===== src/rtl/cardinal_pkg.sv =====
// Shared definitions for the Cardinal vector datapath: ALU function codes,
// element-width codes, participation (ppp) codes and default datapath sizes.
package cardinal_pkg;

   localparam int DATA_W_DEFAULT   = 64;
   localparam int ADDR_W_DEFAULT   = 5;
   localparam int NUM_REGS_DEFAULT = 32;
   localparam int NUM_BYTES        = 8;

   localparam logic [0:5] NOP    = 6'd0;
   localparam logic [0:5] VAND   = 6'd1;
   localparam logic [0:5] VOR    = 6'd2;
   localparam logic [0:5] VXOR   = 6'd3;
   localparam logic [0:5] VNOT   = 6'd4;
   localparam logic [0:5] VMOV   = 6'd5;
   localparam logic [0:5] VADD   = 6'd6;
   localparam logic [0:5] VSUB   = 6'd7;
   localparam logic [0:5] VMULEU = 6'd8;
   localparam logic [0:5] VMULOU = 6'd9;
   localparam logic [0:5] VSLL   = 6'd10;
   localparam logic [0:5] VSRL   = 6'd11;
   localparam logic [0:5] VSRA   = 6'd12;
   localparam logic [0:5] VRTTH  = 6'd13;
   localparam logic [0:5] VDIV   = 6'd14;
   localparam logic [0:5] VMOD   = 6'd15;
   localparam logic [0:5] VSQEU  = 6'd16;
   localparam logic [0:5] VSQOU  = 6'd17;
   localparam logic [0:5] VSQRT  = 6'd18;

   localparam logic [0:1] bMode = 2'b00;
   localparam logic [0:1] hMode = 2'b01;
   localparam logic [0:1] wMode = 2'b10;
   localparam logic [0:1] dMode = 2'b11;

   localparam logic [0:2] PPP_A = 3'b000;
   localparam logic [0:2] PPP_U = 3'b001;
   localparam logic [0:2] PPP_D = 3'b010;
   localparam logic [0:2] PPP_E = 3'b011;
   localparam logic [0:2] PPP_O = 3'b100;

endpackage


===== src/rtl/cardinal_ppp_mask.sv =====
// Translates a Cardinal participation field into a per-byte enable mask.
// Byte 0 is the most significant byte (bits 0:7). Reserved codes yield no bytes.
module cardinal_ppp_mask
   import cardinal_pkg::*;
(
   input  logic [0:2] ppp,
   output logic [0:7] mask
);

   // Decode the participation code into the set of bytes it covers
   always_comb begin
      mask = 8'b0000_0000;
      case (ppp)
         PPP_A:   mask = 8'b1111_1111;
         PPP_U:   mask = 8'b1111_0000;
         PPP_D:   mask = 8'b0000_1111;
         PPP_E:   mask = 8'b1010_1010;
         PPP_O:   mask = 8'b0101_0101;
         default: mask = 8'b0000_0000;
      endcase
   end

endmodule


===== src/rtl/cardinal_regfile_idex.sv =====
// Cardinal vector register file (32 x 64, big-endian bit order) together with
// the ID/EX pipeline register feeding the EX-stage ALU.
// Optional build macro CARDINAL_RF_BYPASS_EN: when defined, a same-cycle
// writeback is forwarded into the operand reads for its participating bytes.
// When undefined, reads see only the stored (pre-write) contents.
module cardinal_regfile_idex
   import cardinal_pkg::*;
#(
   parameter int DATA_W   = DATA_W_DEFAULT,
   parameter int NUM_REGS = NUM_REGS_DEFAULT,
   parameter int ADDR_W   = ADDR_W_DEFAULT
)
(
   input  logic              clk,
   input  logic              reset,
   input  logic              stallEX,
   input  logic              flushEX,
   input  logic              validID,
   input  logic [0:ADDR_W-1] rAaddrID,
   input  logic [0:ADDR_W-1] rBaddrID,
   input  logic [0:ADDR_W-1] rDaddrID,
   input  logic [0:5]        functionCodeID,
   input  logic [0:1]        wwID,
   input  logic [0:2]        pppID,
   input  logic              wbEn,
   input  logic [0:ADDR_W-1] wbAddr,
   input  logic [0:DATA_W-1] wbData,
   input  logic [0:2]        wbPpp,
   output logic [0:DATA_W-1] rAex,
   output logic [0:DATA_W-1] rBex,
   output logic [0:5]        functionCodeEX,
   output logic [0:1]        wwEX,
   output logic [0:ADDR_W-1] rDaddrEX,
   output logic [0:2]        pppEX,
   output logic              validEX
);

   logic [0:DATA_W-1] regs [NUM_REGS];
   logic [0:7]        wbMask;
   logic [0:DATA_W-1] readA;
   logic [0:DATA_W-1] readB;

   // One mask decoder serves both the write port and the bypass merge
   cardinal_ppp_mask u_wbMask (
      .ppp  (wbPpp),
      .mask (wbMask)
   );

   // Writeback port: only participating bytes of the target entry change
   always_ff @(posedge clk or posedge reset) begin
      if (reset) begin
         for (int r = 0; r < NUM_REGS; r++) begin
            regs[r] <= '0;
         end
      end else if (wbEn) begin
         for (int b = 0; b < NUM_BYTES; b++) begin
            if (wbMask[b]) begin
               regs[wbAddr][8*b +: 8] <= wbData[8*b +: 8];
            end
         end
      end
   end

   // Operand reads; with bypass enabled a same-cycle writeback is merged in
   always_comb begin
      readA = regs[rAaddrID];
      readB = regs[rBaddrID];
`ifdef CARDINAL_RF_BYPASS_EN
      if (wbEn && (wbAddr == rAaddrID)) begin
         for (int b = 0; b < NUM_BYTES; b++) begin
            if (wbMask[b]) begin
               readA[8*b +: 8] = wbData[8*b +: 8];
            end
         end
      end
      if (wbEn && (wbAddr == rBaddrID)) begin
         for (int b = 0; b < NUM_BYTES; b++) begin
            if (wbMask[b]) begin
               readB[8*b +: 8] = wbData[8*b +: 8];
            end
         end
      end
`endif
   end

   // ID/EX register: flush beats stall, stall holds, otherwise capture ID
   always_ff @(posedge clk or posedge reset) begin
      if (reset) begin
         rAex           <= '0;
         rBex           <= '0;
         functionCodeEX <= NOP;
         wwEX           <= '0;
         rDaddrEX       <= '0;
         pppEX          <= '0;
         validEX        <= 1'b0;
      end else if (flushEX) begin
         rAex           <= '0;
         rBex           <= '0;
         functionCodeEX <= NOP;
         wwEX           <= '0;
         rDaddrEX       <= '0;
         pppEX          <= '0;
         validEX        <= 1'b0;
      end else if (!stallEX) begin
         rAex           <= readA;
         rBex           <= readB;
         functionCodeEX <= functionCodeID;
         wwEX           <= wwID;
         rDaddrEX       <= rDaddrID;
         pppEX          <= pppID;
         validEX        <= validID;
      end
   end

endmodule


===== config.mk =====
export PLATFORM = sky130hd
export DESIGN_NAME = cardinal_regfile_idex
export DESIGN_NICKNAME = d
export VERILOG_FILES = /design/src/rtl/cardinal_pkg.sv /design/src/rtl/cardinal_ppp_mask.sv /design/src/rtl/cardinal_regfile_idex.sv
export SDC_FILE = /design/constraint.sdc
export NUM_CORES = 2
export LEC_CHECK = 0
export CAP_MARGIN = 10
export CORE_MARGIN = 5
export CORE_UTILIZATION = 50
export DETAILED_ROUTE_END_ITERATION = 16
export PLACE_DENSITY = 0.7
export RECOVER_POWER = 25
export SLEW_MARGIN = 20
export SYNTH_ARGS = -nofsm -noshare
export SYNTH_HDL_FRONTEND = slang
export SYNTH_SLANG_ARGS = --single-unit

===== constraint.sdc =====
create_clock -name clk -period 190.4 [get_ports clk]
set_input_delay 19.04 -clock clk [delete_from_list [all_inputs] [get_ports clk]]
set_output_delay 19.04 -clock clk [all_outputs]
set_load 0.02 [all_outputs]

==> run metrics <==
status=finished with violations; failing checks=max-capacitance violations, max-slew violations; largest net degree at the start of global routing=181; total power=0.001202 W; Placed Cells=10990; Pre-Repair DR Iteration Count=8; relative slew slack=-528.1%; Core ar.=227700 um2; Post-synth EDFFs=0; Setup crit start kind=input port; final cell count without fillers=11440; leakage power=just under 60 nW; area share of the largest cell type after synthesis=47.89%; fraction of layout cells with a size suffix above 1=38.61%; final hold vios=0; maximum fanout along the worst path=180; Synth Area in XOR/XNOR=0%; Worst IR Drop VDD=approximately 8.3 uV; largest family of logic cells by synthesized area=multiplexers; TritonCTS clock tree=yes; post-CTS sizing=0; die extent in x=approximately 500 um; clk sinks=2193; Synth Area per Inst=around 14 um2; RSZ-0062 raised after global routing=false; total global routing overflow=0; worst-path cell chain=dlygate4sd3_1 > clkinvlp_2 > clkbuf_1 > buf_4 > buf_12 > buf_6; hold_buf cts=0; mux contribution to synthesized area=39.48%; routed vias/inst=6.822; via count=78070; clock latency on the worst-skew pair=890 ps; HP Class=reg2reg; yosys warns=0; Synth area leaders=dfrtp_1 (48%), mux2_2 (20%), mux4_2 (10%); Port Buffer Count=248; largest area contributor in the netlist=dfrtp_1; crit path max-delay cell type=clkbuf_1; post-CTS setup buffers=0; Compound-Gate Fraction of Synth Area=between 6 and 7%; fin crit period=31340 ps; initial antenna violation count=43; Final Cycle Share=between 10% and 20%; Cell variety after synth=45; Synth-to-Final Area Change=10.25%; crit path from=reset; crit path DAT=32260 ps; Routed Antenna Nets=0; clock skew=50.64 ps; Setup violations, final=0; max cap viols=35; H-tree depth=4; RR Endpoint=rBex[23]$_DFFE_PP0P_; Synth Register Bits=roughly 2200; Synth Flop Type=dfrtp_1; fmax=31.91 MHz; hpwl dp=215000 um; io pins=249; Final nets=8317; Post-Synth Simple-Gate Area=between 2 and 3%; die height=488.7 um; RR Startpoint=regs[616]$_DFFE_PP0P_; Power Density=9.514 nW/um2; Post-synth ARST share=100.0%; Pins Over Slew Limit=1284; largest stage delay on the critical path=around 6800 ps; CP Class=in2async; worst reg-to-reg path cell count=5; initial drt markers=~8400; row count=175; most frequent cells after synthesis=dfrtp_1 (2193), mux2_2 (2067), mux2i_1 (1032); Root Buffer=clkbuf_16; CTS Buffer Depth=3; sequential area share after synthesis=47.89%; routability-driven placement congestion ratio=0.8433; vias in the first global route=80250; clock-pin slew on the worst setup and hold paths=about 60 ps; most frequent cell after synthesis=dfrtp_1; setup total negative slack=0 ps; DRC errors left=0; CP endpoint kind=asynchronous set/reset pin; Worst-Margin Slew=9421 ps; Die Footprint=238800 um2; first-pass GRT wire length=around 550000 um; cell area after synthesis=114600 um2; Post-Route WL=369600 um; syn_nets=8489; GRT Resource Usage Total=30.58%; Num CTS Buffers=229; post-synthesis adder-cell area fraction=0%; effective utilization at floorplan=50.32%; Critical Path RT=191320 ps; post-synthesis cell count=8385; crit path to=regs[972]$_DFFE_PP0P_; reg2reg setup slack=about 190000 ps; DR WL/cell=32.30 um
==> stage by stage <==
stage | instance area (um2) | hold slack [ps] | setup slack, ps | utilization, %
after CTS | 126500 | 519.6 | 167030 | 55.57
final | 126300 | 521.4 | 159060 | 55.48
after floorplan | 114600 | 477.1 | 109400 | -
after detailed placement | 118700 | 506.6 | 166160 | 52.14
after global placement | 118700 | 487.4 | 166210 | 52.13
after global routing | 126300 | 528.4 | 156190 | 55.46
==> registers in the layout (all words and copies together), names as in the netlist <==
signal / count
pppEX: 3
functionCodeEX: 6
rBex: 64
regs: 2048
wwEX: 2
rAex: 64
rDaddrEX: 5
validEX: 1
==> critical path: cells and delay by family <==
family / cells / cell delay [ps]
buffers and inverters: 6 / 12690
==> power by group <==
part / total (W) / internal, W / leakage (nW) / switching, W
sequential: 0.000557 / 0.000518 / 29.4 / 0.0000394
clock: 0.000463 / 0.000269 / 3.89 / 0.000195
combinational: 0.000182 / 0.0000934 / 24.9 / 0.0000881
total: 0.00120 / 0.000880 / 58.2 / 0.000322
==> cells by family (layout without fill, tap and decap cells) <==
kind of cell	Yosys count	count (layout)
buf+inv	929	952
other cells	0	26
compound gates	1011	1011
simple gates	628	628
mux	3624	3624
flops	2193	2193
==> per-layer routing <==
metal  vias up  global-route usage [%]  part of all wire, %
li1      31650                       -                    -
met1     41370                   41.61                   40
met2      3961                   46.92                   46
met3      1079                   6.530                  8.9
met4        10                   14.90                  5.4
met5         -                       0                0.019
==> layout make-up <==
class                   instances  area (um2)
fillers                     18360      101400
multi-input cells            5263       55790
flip-flops and latches       2193       54880
clock buffers                 349        6945
well taps                    3009        3765
repair buffers                407        3557
clock inverters                77       882.1
inverters                     119       447.9
diodes                         26       65.06
==> cell usage in the layout, fill, tap and decap left out, drive strengths merged, types with 13 or more instances in the layout <==
master         count
a221oi            13
inv              127
o21a             115
bufinv            13
clkinv            52
mux4             508
o22ai            503
a21oi            117
o221ai           115
mux2i           1032
diode             26
o22a             115
nor2              65
nand2            144
dfrtp           2193
buf              163
nor3             373
clkdlybuf4s50    204
mux2            2084
clkbuf           384
==> worst min path at each step <==
stage / startpoint / endpoint / slack, ps / cells past startpoint
final: regs[1968]$_DFFE_PP0P_ / regs[1968]$_DFFE_PP0P_ / 520 / 1
after detailed placement: regs[749]$_DFFE_PP0P_ / regs[749]$_DFFE_PP0P_ / 510 / 1
after global placement: regs[1920]$_DFFE_PP0P_ / regs[1920]$_DFFE_PP0P_ / 490 / 1
after CTS: regs[491]$_DFFE_PP0P_ / regs[491]$_DFFE_PP0P_ / 520 / 1
after floorplan: regs[1805]$_DFFE_PP0P_ / regs[1805]$_DFFE_PP0P_ / 480 / 1
after global routing: regs[631]$_DFFE_PP0P_ / regs[631]$_DFFE_PP0P_ / 530 / 1
(Power assumes the default switching activity.)
